[src/rtl/aer_spike_streamer_if.sv]
// Bitmap load stream and AERIN 4-phase link between the spike streamer and its environment.
// master: the streamer (consumes bitmap bytes, initiates AER events); slave: loader + ODIN side.
interface aer_spike_streamer_if;
  logic [7:0]  load_data;
  logic        load_valid;
  logic        load_ready;
  logic [11:0] aerin_addr;
  logic        aerin_req;
  logic        aerin_ack;

  modport master (
    input  load_data,
    input  load_valid,
    input  aerin_ack,
    output load_ready,
    output aerin_addr,
    output aerin_req
  );

  modport slave (
    output load_data,
    output load_valid,
    output aerin_ack,
    input  load_ready,
    input  aerin_addr,
    input  aerin_req
  );
endinterface

[src/rtl/aer_spike_streamer.sv]
// AER transmitter: buffers one time-step spike bitmap, emits one 4-phase event per set pixel plus a marker.
// Optional event counter enabled by defining AER_STREAMER_EVT_CNT_EN (default: EVT_COUNT tied to zero).
module aer_spike_streamer #(
  parameter int WIDTH     = 784,
  parameter int T         = 8,
  parameter int SETUP_CYC = 1
) (
  input  logic                  clk_i,
  input  logic                  rst_ni,
  aer_spike_streamer_if.master  bus_io,
  output logic [$clog2(T)-1:0]  tstep_o,
  output logic                  busy_o,
  output logic                  sample_done_o,
  output logic [15:0]           evt_count_o
);

  localparam int NB = WIDTH / 8;
  localparam int BW = (NB > 1) ? $clog2(NB) : 1;
  localparam int PW = 11;
  localparam int SW = (SETUP_CYC > 1) ? $clog2(SETUP_CYC) : 1;
  localparam int TW = $clog2(T);

  localparam logic [11:0]   MARKER_ADDR = 12'h4FF;
  localparam logic [PW-1:0] PIX_END     = PW'(WIDTH);
  localparam logic [BW-1:0] BYTE_LAST   = BW'(NB - 1);
  localparam logic [SW-1:0] SETUP_LAST  = SW'(SETUP_CYC - 1);
  localparam logic [TW-1:0] TSTEP_LAST  = TW'(T - 1);

  typedef enum logic [2:0] {
    S_LOAD,
    S_SCAN,
    S_SETUP,
    S_WAIT_ACK,
    S_WAIT_NACK
  } state_t;

  state_t         state_q;
  logic [BW-1:0]  byte_ptr_q;
  logic [PW-1:0]  pix_ptr_q;
  logic [SW-1:0]  setup_cnt_q;
  logic           marker_q;
  logic [TW-1:0]  tstep_q;
  logic [11:0]    addr_q;
  logic           req_q;
  logic           load_ready_q;
  logic           busy_q;
  logic           sample_done_q;

  logic [7:0]     bitmap_q [NB];

  logic           load_fire;
  logic           pix_bit;
  logic           tstep_last;
  logic [PW-1:0]  pix_ptr_d;
  logic [BW-1:0]  byte_ptr_d;
  logic [TW-1:0]  tstep_d;

  assign load_fire  = (state_q == S_LOAD) && load_ready_q && bus_io.load_valid;
  // Byte k holds pixels 8k..8k+7 with the lowest pixel in bit 7, hence the inverted bit offset.
  assign pix_bit    = bitmap_q[pix_ptr_q[BW+2:3]][~pix_ptr_q[2:0]];
  assign tstep_last = (tstep_q == TSTEP_LAST);
  assign pix_ptr_d  = pix_ptr_q + PW'(1);
  assign byte_ptr_d = byte_ptr_q + BW'(1);
  assign tstep_d    = tstep_last ? '0 : tstep_q + TW'(1);

  always_ff @(posedge clk_i) begin
    if (load_fire) begin
      bitmap_q[byte_ptr_q] <= bus_io.load_data;
    end
  end

  always_ff @(posedge clk_i) begin
    if (!rst_ni) begin
      state_q       <= S_LOAD;
      byte_ptr_q    <= '0;
      pix_ptr_q     <= '0;
      setup_cnt_q   <= '0;
      marker_q      <= 1'b0;
      tstep_q       <= '0;
      addr_q        <= '0;
      req_q         <= 1'b0;
      load_ready_q  <= 1'b1;
      busy_q        <= 1'b0;
      sample_done_q <= 1'b0;
    end else begin
      sample_done_q <= 1'b0;
      unique case (state_q)
        S_LOAD: begin
          if (load_fire) begin
            if (byte_ptr_q == BYTE_LAST) begin
              state_q      <= S_SCAN;
              load_ready_q <= 1'b0;
              busy_q       <= 1'b1;
              pix_ptr_q    <= '0;
            end else begin
              byte_ptr_q <= byte_ptr_d;
            end
          end
        end
        S_SCAN: begin
          if (pix_ptr_q == PIX_END) begin
            addr_q      <= MARKER_ADDR;
            marker_q    <= 1'b1;
            setup_cnt_q <= '0;
            state_q     <= S_SETUP;
          end else if (pix_bit) begin
            addr_q      <= {2'b00, pix_ptr_q[9:0]};
            marker_q    <= 1'b0;
            setup_cnt_q <= '0;
            state_q     <= S_SETUP;
          end else begin
            pix_ptr_q <= pix_ptr_d;
          end
        end
        S_SETUP: begin
          // REQ may only rise once ADDR has settled and the responder has released ACK.
          if ((setup_cnt_q == SETUP_LAST) && !bus_io.aerin_ack) begin
            req_q   <= 1'b1;
            state_q <= S_WAIT_ACK;
          end else if (setup_cnt_q != SETUP_LAST) begin
            setup_cnt_q <= setup_cnt_q + SW'(1);
          end
        end
        S_WAIT_ACK: begin
          if (bus_io.aerin_ack) begin
            req_q   <= 1'b0;
            state_q <= S_WAIT_NACK;
          end
        end
        S_WAIT_NACK: begin
          if (!bus_io.aerin_ack) begin
            if (marker_q) begin
              tstep_q       <= tstep_d;
              sample_done_q <= tstep_last;
              byte_ptr_q    <= '0;
              pix_ptr_q     <= '0;
              load_ready_q  <= 1'b1;
              busy_q        <= 1'b0;
              state_q       <= S_LOAD;
            end else begin
              pix_ptr_q <= pix_ptr_d;
              state_q   <= S_SCAN;
            end
          end
        end
        default: state_q <= S_LOAD;
      endcase
    end
  end

  assign bus_io.load_ready = load_ready_q;
  assign bus_io.aerin_addr = addr_q;
  assign bus_io.aerin_req  = req_q;
  assign tstep_o           = tstep_q;
  assign busy_o            = busy_q;
  assign sample_done_o     = sample_done_q;

`ifdef AER_STREAMER_EVT_CNT_EN
  function automatic logic [15:0] sat_inc16(input logic [15:0] v);
    return (v == 16'hFFFF) ? v : v + 16'd1;
  endfunction

  logic [15:0] evt_cnt_q;
  logic [15:0] evt_cnt_d;

  // The count is dropped on the same edge that raises SAMPLE_DONE.
  always_comb begin
    evt_cnt_d = evt_cnt_q;
    if ((state_q == S_WAIT_NACK) && !bus_io.aerin_ack && marker_q && tstep_last) begin
      evt_cnt_d = '0;
    end else if ((state_q == S_WAIT_ACK) && bus_io.aerin_ack && !marker_q) begin
      evt_cnt_d = sat_inc16(evt_cnt_q);
    end
  end

  always_ff @(posedge clk_i) begin
    if (!rst_ni) begin
      evt_cnt_q <= '0;
    end else begin
      evt_cnt_q <= evt_cnt_d;
    end
  end

  assign evt_count_o = evt_cnt_q;
`else
  assign evt_count_o = 16'h0000;
`endif

endmodule
[src/flat_wrapper.sv]
// flat-port wrapper written by rule: the top's interface ports become plain ports
module aer_spike_streamer_flat 
#(
  parameter int WIDTH     = 784,
  parameter int T         = 8,
  parameter int SETUP_CYC = 1
)
  (clk_i, rst_ni, tstep_o, busy_o, sample_done_o, evt_count_o, bus_io_load_data, bus_io_load_valid, bus_io_aerin_ack, bus_io_load_ready, bus_io_aerin_addr, bus_io_aerin_req);
  aer_spike_streamer_if bus_io_i ();
  input  logic clk_i;
  input  logic rst_ni;
  output logic [$clog2(T)-1:0] tstep_o;
  output logic busy_o;
  output logic sample_done_o;
  output logic [15:0] evt_count_o;
  input wire logic [$bits(bus_io_i.load_data)-1:0] bus_io_load_data;
  input wire logic [$bits(bus_io_i.load_valid)-1:0] bus_io_load_valid;
  input wire logic [$bits(bus_io_i.aerin_ack)-1:0] bus_io_aerin_ack;
  output wire logic [$bits(bus_io_i.load_ready)-1:0] bus_io_load_ready;
  output wire logic [$bits(bus_io_i.aerin_addr)-1:0] bus_io_aerin_addr;
  output wire logic [$bits(bus_io_i.aerin_req)-1:0] bus_io_aerin_req;
  assign bus_io_i.load_data = bus_io_load_data;
  assign bus_io_i.load_valid = bus_io_load_valid;
  assign bus_io_i.aerin_ack = bus_io_aerin_ack;
  assign bus_io_load_ready = bus_io_i.load_ready;
  assign bus_io_aerin_addr = bus_io_i.aerin_addr;
  assign bus_io_aerin_req = bus_io_i.aerin_req;
  aer_spike_streamer #(.WIDTH(WIDTH), .T(T), .SETUP_CYC(SETUP_CYC)) u_core (.clk_i(clk_i), .rst_ni(rst_ni), .bus_io(bus_io_i), .tstep_o(tstep_o), .busy_o(busy_o), .sample_done_o(sample_done_o), .evt_count_o(evt_count_o));
endmodule
[config.mk]
export PLATFORM = sky130hd
export DESIGN_NAME = aer_spike_streamer_flat
export DESIGN_NICKNAME = d
export VERILOG_FILES = /design/src/rtl/aer_spike_streamer_if.sv /design/src/rtl/aer_spike_streamer.sv /design/src/flat_wrapper.sv
export SDC_FILE = /design/constraint.sdc
export NUM_CORES = 1
export LEC_CHECK = 0
export ABC_CLOCK_PERIOD_IN_PS = 4250
export CORE_ASPECT_RATIO = 1.2
export CORE_UTILIZATION = 50
export DETAILED_ROUTE_END_ITERATION = 8
export PLACE_DENSITY = 0.66
export SLEW_MARGIN = 15
export SYNTH_ARGS = -nofsm -noshare
export SYNTH_HDL_FRONTEND = slang
export SYNTH_SLANG_ARGS = --single-unit
export TNS_END_PERCENT = 10
[constraint.sdc]
create_clock -name clk_i -period 4.25 [get_ports clk_i]
set_clock_uncertainty 0.2 [all_clocks]
set_input_delay 0.425 -clock clk_i [delete_from_list [all_inputs] [get_ports clk_i]]
set_output_delay 0.425 -clock clk_i [all_outputs]
set_load 0.05 [all_outputs]
==> run_results.csv, run 1 <==
group,metric,value,unit
setup_path,crit_fanout,20,
cts,clkLatencyLatePin,0.64,ns
setup_path,cp-end-kind,"flop",
drt,route.detailed.drc,0,
drt,vias_per_cell,6.13,
die,die_y,285,um
yosys,syn_area,33300,um^2
pwr,sw_frac_of_total,20.0,%
pwr,clock_power_share,43.3,%
die,start_util,50.5,%
drt,wirelength,83600,um
setup_path,r2r-end,"u_core.pix_ptr_q[5]",
die,rows,103,
cells_and_area,antenna_cells,0,
hold_path,hold_path_end,"u_core.bitmap_q[14][6]",
pwr,p_switching,3.26,mW
placed_design,portBuffers,29,
outcome,status,"complete, no violations",
sta,holdWs,0.218,ns
drt,highest_layer,"met4",
placed_design,dpl.hpwl,52800,um
pwr,p_int,13.1,mW
pwr,power_density,427,nW/um^2
drt,met2_length,40200,um
drt,drt_iter0_drc,1967,
cts,cts_tree,"yes",
yosys,seq_area_frac_synth,73.6,%
cts,clk_pin_slew,0.06,ns
sta,slew_violations,0,
drt,first_pass_iters,5,
pwr,p_leak,12.0,nW
drt,wire_per_inst,27.9,um
sta,period_needed,4.21,ns
global_routing,antenna_found_initial,1,
sta,fmaxAchievable,237,MHz
drt,drt-met1-wl,34000,um
hold_path,hold_class,"input pin to flop",
hold_path,hp-start,"bus_io_load_data[6]",
cts,cts_made_buffers,80,
cts,cts_sinks,830,
pwr,max-vdd-ir-drop,416,uV
drt,ant_nets,0,
sta,worst_slew_pin_slew,1.17,ns
die,die_area,67600,um^2
yosys,synth-seq-cells,830,
die,core,65900,um^2
drt,wl_met3,6300,um
sta,finalCritPeriodShare,99.1,%
hold_path,holdPathStages,1,
yosys,synth_ff_type,"edfxtp_1",
cells_and_area,synthToLayoutAreaGrowth,14.8,%
setup_path,required,4.60,ns
yosys,postSynthAreaPerCell,18.0,um^2
cts,htreeDepth,3,
placed_design,place_congestion,0.918,
setup_path,critPathLaunchType,"flop",
yosys,yosysWarnings,0,
global_routing,grt_pass1_vias,18300,
sta,final_hold_viol_count,0,
cells_and_area,finalNetCount,2056,
setup_path,worstSetupPathType,"flop to flop",
yosys,synthDistinctLibCells,69,
setup_path,arrival,4.56,ns
yosys,ys_async_sr_fraction,0,%
sta,slew_headroom,22.0,%
setup_path,r2r_cells,12,
die,ios,47,
global_routing,grt.overflow.total,0,
die,die_w,237,um
yosys,syn_inst,1843,
global_routing,grtUsageTotal,25.0,%
yosys,synth_top_area_share,70.8,%
cts,clk_root_buffer_cell,"clkbuf_16",
yosys,synth_most_common_cell,"edfxtp_1",
yosys,yosys-top-cells-area,"edfxtp_1, mux4_2, mux2i_1",
flow_run,drv_cap,0,
setup_path,reg2reg_slack,0.04,ns
yosys,synth_commonest_cells,"edfxtp_1, nor2_1, mux4_2",
drt,vias,18400,
cells_and_area,drive_above_1_share,23.9,%
sta,setup_violations,0,
global_routing,grt_pass1_wl,122000,um
pwr,combPwrFrac,1.7,%
sta,rsz0062_at_grt,"no",
pwr,pwr-share-seq,54.9,%
yosys,synth_top_area_cell,"edfxtp_1",
pwr,power,16.3,mW
cts,cts_buffer_depth,3,
yosys,synth_edf_count,784,
global_routing,grt_max_degree,99,
placed cells by master, fill, tap and decap left out, types with 8 or more instances in the layout:
master,synthesis,final
edfxtp_1,784,784
buf_4,31,182
nor2_1,151,151
mux4_2,146,146
mux2i_1,100,99
clkbuf_16,0,81
nand2_1,80,80
dfxtp_1,46,42
a22oi_1,38,38
nand3_1,34,34
a21oi_1,34,34
nor2b_1,31,31
o21ai_0,25,25
clkdlybuf4s50_1,0,21
mux2_2,20,20
nor3_1,19,19
clkinv_1,1,18
conb_1,1,17
nand2b_1,16,16
clkinv_2,0,16
a22o_1,13,13
nand4_1,13,13
clkbuf_1,44,12
o221ai_1,9,9
o21a_1,9,9
a211oi_1,11,9
buf_12,0,9
inv_1,8,8
and3_1,8,8
and2_1,8,8
o221a_2,8,8
a21boi_1,8,8
bufinv_16,0,8
critical path, stage by stage (launching register included):
cell       delay (ns)
dfxtp_4          0.51
buf_12           0.24
buf_4            0.29
mux2i_1          0.39
a22oi_1          0.15
nand3_1          0.12
nand4_1          0.14
a311oi_1         0.60
nand4bb_1        0.24
a32oi_4          0.35
a21oi_4          0.14
or4_1            0.59
a21boi_1         0.18
final cells by class:
| cell class | count | area [um^2] |
|---|---|---|
| clock buffers | 97 | 2130 |
| clock inverters | 48 | 447 |
| fillers | 4842 | 27700 |
| inverters | 11 | 41.3 |
| multi-input cells | 897 | 8130 |
| flip-flops and latches | 830 | 24500 |
| well taps | 892 | 1120 |
| repair buffers | 218 | 1850 |
flip-flops by register name (all words and copies together), names as in the netlist, named ones only:
name,flops
u_core.bus_io.aerin_req,1
u_core.bus_io.load_ready,1
u_core.bus_io.aerin_addr,11
u_core.busy_o,1
u_core.sample_done_o,1
u_core.state_q,3
u_core.byte_ptr_q,7
u_core.tstep_o,3
u_core.bitmap_q,784
u_core.pix_ptr_q,11
per-stage QoR:
stage | instances | setup WS (ns) | utilization (%) | cell area (um^2) | TNS [ns]
floorplan | 1859 | 0.684 | - | 33300 | 0
global placement | 2844 | -0.181 | 53.9 | 35500 | -2.51
detailed placement | 2844 | -0.198 | 53.9 | 35500 | -3.30
CTS | 2993 | 0.0831 | 57.9 | 38200 | 0
global route | 2993 | 0.000361 | 58.0 | 38200 | 0
finish | 2993 | 0.0362 | 58.0 | 38200 | 0
metal layers:
metal | track usage, % | vias to the layer above
met3 | 4.19 | 179
met5 | 0 | -
met2 | 39.9 | 859
met1 | 34.5 | 9558
li1 | - | 7766
met4 | 10.2 | 0
worst max-delay path by stage:
stage | endpoint | slack [ns] | cells past startpoint
final | u_core.pix_ptr_q[5] | 0.04 | 12
after global placement | u_core.bus_io.aerin_addr[4] | -0.18 | 12
after detailed placement | u_core.bus_io.aerin_addr[1] | -0.20 | 11
after global routing | u_core.bus_io.aerin_addr[7] | 0.0004 | 11
after floorplan | flop | 0.68 | 13
after CTS | u_core.pix_ptr_q[5] | 0.08 | 12
power by group through the flow:
stage / clock network [mW] / registers, mW / logic, mW
floorplan: 0 / 9.13 / 0.104
global placement: 0 / 9.13 / 0.266
detailed placement: 0 / 9.14 / 0.277
CTS: 7.16 / 8.96 / 0.278
global route: 7.46 / 8.96 / 0.296
finish: 7.07 / 8.96 / 0.280
cell families (layout without fill, tap and decap cells):
| group | count (synthesis) | in the layout | synth area share [%] |
|---|---|---|---|
| flip-flops | 830 | 830 | 73.6 |
| AND/OR/NAND/NOR | 387 | 387 | 5.43 |
| multiplexers | 266 | 266 | 13.6 |
| AO/OA/AOI/OAI | 216 | 216 | 4.79 |
| buffers and inverters | 132 | 374 | 2.29 |
| adder cells (fa/ha/maj) | 6 | 6 | 0.226 |
| XOR/XNOR | 5 | 5 | 0.132 |
| other | 1 | 17 | 0.0113 |
what timing repair did:
| item | 4_1_cts | 5_1_grt |
|---|---|---|
| setup buffers | 2 | 0 |
| gates resized for setup | 2 | 6 |
| hold endpoints to repair | 14 | 0 |
| setup endpoints to repair | 26 | 22 |
| cloned | 1 | 0 |
| hold buffers | 1 | 0 |
No activity file was read; power rests on OpenSTA's default activity.
==> run 2, diff against run 1 <==
--- a/config.mk
+++ b/config.mk
@@ -6,10 +6,12 @@
 export NUM_CORES = 1
 export LEC_CHECK = 0
 export ABC_CLOCK_PERIOD_IN_PS = 4250
+export CELL_PAD_IN_SITES_DETAIL_PLACEMENT = 2
+export CELL_PAD_IN_SITES_GLOBAL_PLACEMENT = 2
 export CORE_ASPECT_RATIO = 1.2
-export CORE_UTILIZATION = 50
+export CORE_UTILIZATION = 48
 export DETAILED_ROUTE_END_ITERATION = 8
-export PLACE_DENSITY = 0.66
+export PLACE_DENSITY_LB_ADDON = 0.1
 export SLEW_MARGIN = 15
 export SYNTH_ARGS = -nofsm -noshare
 export SYNTH_HDL_FRONTEND = slang
==> run 2 against run 1 <==
Net effect:
- the run now ends with negative setup slack left
- critical path type unchanged
- first-iteration DRC count fell by 16%
- via count rose by 6.3%
- sequential cell count did not move
- worst hold slack got worse by 0.064 ns
- critical path depth rose by 2
- global-route usage rose by 8.0 points
- final cell count rose by 1.7%
- total power rose by 2.5%
- final area rose by 1.4%
- non-clock buffer count rose by 31
==> run_results.csv, run 2 (synthesis gave the netlist of run 1 again) <==
group,metric,value,unit
outcome,status,"finished, violations left",
outcome,violations,"negative setup slack",
die,start_util,48.6,%
cts,cts_tree,"yes",
die,rows,105,
global_routing,grt_max_degree,99,
global_routing,grtUsageTotal,33.0,%
sta,slew_headroom,20.9,%
setup_path,critPathLaunchType,"flop",
pwr,p_leak,12.2,nW
drt,first_pass_iters,5,
cells_and_area,synthToLayoutAreaGrowth,16.4,%
flow_run,drv_cap,0,
hold_path,hold_class,"input pin to flop",
cts,cts-hold-fix-buffers,0,
cts,cts_buffer_depth,3,
drt,vias,19500,
die,ios,47,
placed_design,portBuffers,29,
drt,vias_per_cell,6.41,
global_routing,grt_pass1_wl,163000,um
sta,slew_violations,0,
pwr,power,16.7,mW
setup_path,slowest_stage,"a2111oi_2",
cells_and_area,finalNetCount,2090,
sta,final_hold_viol_count,0,
placed_design,dpl.hpwl,71600,um
sta,finalCritPeriodShare,102,%
placed_design,place_congestion,0.907,
cts,cts_made_buffers,83,
sta,worst_slew_pin_slew,1.19,ns
die,die_area,70400,um^2
die,die_y,290,um
cts,clkLatencyLatePin,0.65,ns
cts,clk_root_buffer_cell,"clkbuf_16",
cells_and_area,largest_register_ff_count,784,
cells_and_area,layout.cells.most_common_list,"edfxtp_1, buf_4, nor2_1",
setup_path,worstSetupPathType,"flop to flop",
drt,drt_iter0_drc,1656,
setup_path,worst_path_dominant_cell_family,"compound AO/OA/AOI/OAI gates",
setup_path,worst-path-stages,14,
sta,rsz0062_at_grt,"yes",
drt,route.detailed.drc,0,
cts,clk_pin_slew,0.07,ns
setup_path,r2r_cells,14,
setup_path,cp-endpoint,"u_core.pix_ptr_q[2]",
cells_and_area,drive_above_1_share,25.7,%
placed_design,postPlaceCellArea,35800,um^2
setup_path,reg2reg_slack,-0.09,ns
die,die_w,242,um
cts,htreeDepth,3,
cells_and_area,mostFrequentLayoutCell,"edfxtp_1",
setup_path,required,4.58,ns
cells_and_area,finish.instance_area,38700,um^2
setup_path,cp-end-kind,"flop",
setup_path,arrival,4.67,ns
global_routing,grt.overflow.total,0,
sta,setup_violations,12,
setup_path,r2r-end,"u_core.pix_ptr_q[2]",
sta,fin_ws,-0.0889,ns
sta,fmaxAchievable,230,MHz
cells_and_area,largest-register,"u_core.bitmap_q",
setup_path,cpPeakStageDelay,0.54,ns
global_routing,antenna_found_initial,2,
cts,cts_sinks,830,
drt,wirelength,115000,um
cells_and_area,antenna_cells,0,
pwr,max-vdd-ir-drop,366,uV
global_routing,grt_pass1_vias,21200,
setup_path,cp_num_buf_inv,4,
pwr,power_density,432,nW/um^2
drt,ant_nets,0,
drt,wire_per_inst,37.6,um
setup_path,crit_fanout,10,
setup_path,worstPathCellList,"buf_4 -> mux4_2 -> mux2i_1 -> mux2i_1 -> a2111oi_2 -> buf_4 -> o311ai_1 -> a32o_2 -> a32oi_4 -> a21oi_4 -> buf_6 -> buf_4 -> o31a_1 -> o21a_1",
die,core,68400,um^2
sta,period_needed,4.34,ns
setup_path,crit_top_cell,"buf_4",
run 2: cell types whose count changed in the layout (fill, tap and decap cells not counted), moves of 4 or more:
cell | before | now
buf_4 | 182 | 202
buf_12 | 9 | 18
clkbuf_1 | 12 | 20
buf_6 | 1 | 7
clkbuf_16 | 81 | 87
clkinv_2 | 16 | 10
a21boi_1 | 8 | 4
a21boi_2 | 0 | 4
clkbuf_8 | 4 | 0
or4_1 | 6 | 2
or4_4 | 0 | 4
run 2: power by group:
group          switching [mW]  internal [mW]  total (mW)  leakage [nW]
combinational           0.263         0.0517       0.315          3.48
clock                    3.22           4.22        7.44          1.29
sequential             0.0103           8.95        8.96          7.42
total                    3.50           13.2        16.7          12.2
run 2: what timing repair did:
action	in CTS	in global routing
setup endpoints to repair	28	23
gates resized for setup	14	25
setup buffers	8	1
pin swaps	8	11
cloned	0	0
run 2: stage by stage:
stage                     utilization [%]  hold WS, ns  TNS [ns]  cells  setup WS (ns)
after floorplan                         -        0.281         0   1859          0.684
after global placement               52.3        0.285    -0.489   2886         -0.338
after detailed placement             52.3        0.307     -3.05   2886         -0.438
after CTS                            56.3        0.234   -0.0531   3043        -0.0355
after global routing                 56.6        0.171    -0.296   3045        -0.0572
final                                56.6        0.155    -0.473   3045        -0.0889
run 2: final cells by class:
class | instances | area [um^2]
Sequential cell | 830 | 24500
Inverter | 11 | 41.3
Tap cell | 909 | 1140
Multi-Input combinational cell | 897 | 8230
Fill cell | 5746 | 29700
Clock inverter | 42 | 399
Clock buffer | 107 | 2250
Timing Repair Buffer | 249 | 2180
run 2: worst min-delay path by stage:
stage	start	end	slack, ns	cells after the start
after floorplan	u_core.pix_ptr_q[9]	u_core.bus_io.aerin_addr[9]	0.28	2
after global placement	u_core.bus_io.aerin_addr[9]	u_core.bus_io.aerin_addr[9]	0.28	2
after detailed placement	u_core.bus_io.aerin_addr[8]	u_core.bus_io.aerin_addr[8]	0.31	2
after CTS	bus_io_load_data[6]	u_core.bitmap_q[42][6]	0.23	1
after global routing	bus_io_load_data[1]	u_core.bitmap_q[11][1]	0.17	1
final	bus_io_load_data[1]	u_core.bitmap_q[62][1]	0.15	1
run 2: layer usage:
layer / vias up / global-route usage [%] / wire length, um
met5: - / 0 / 13
met4: 2 / 16.9 / 6420
met3: 271 / 4.16 / 5840
met2: 850 / 56.9 / 58900
met1: 10500 / 40.9 / 43300
li1: 7844 / - / -
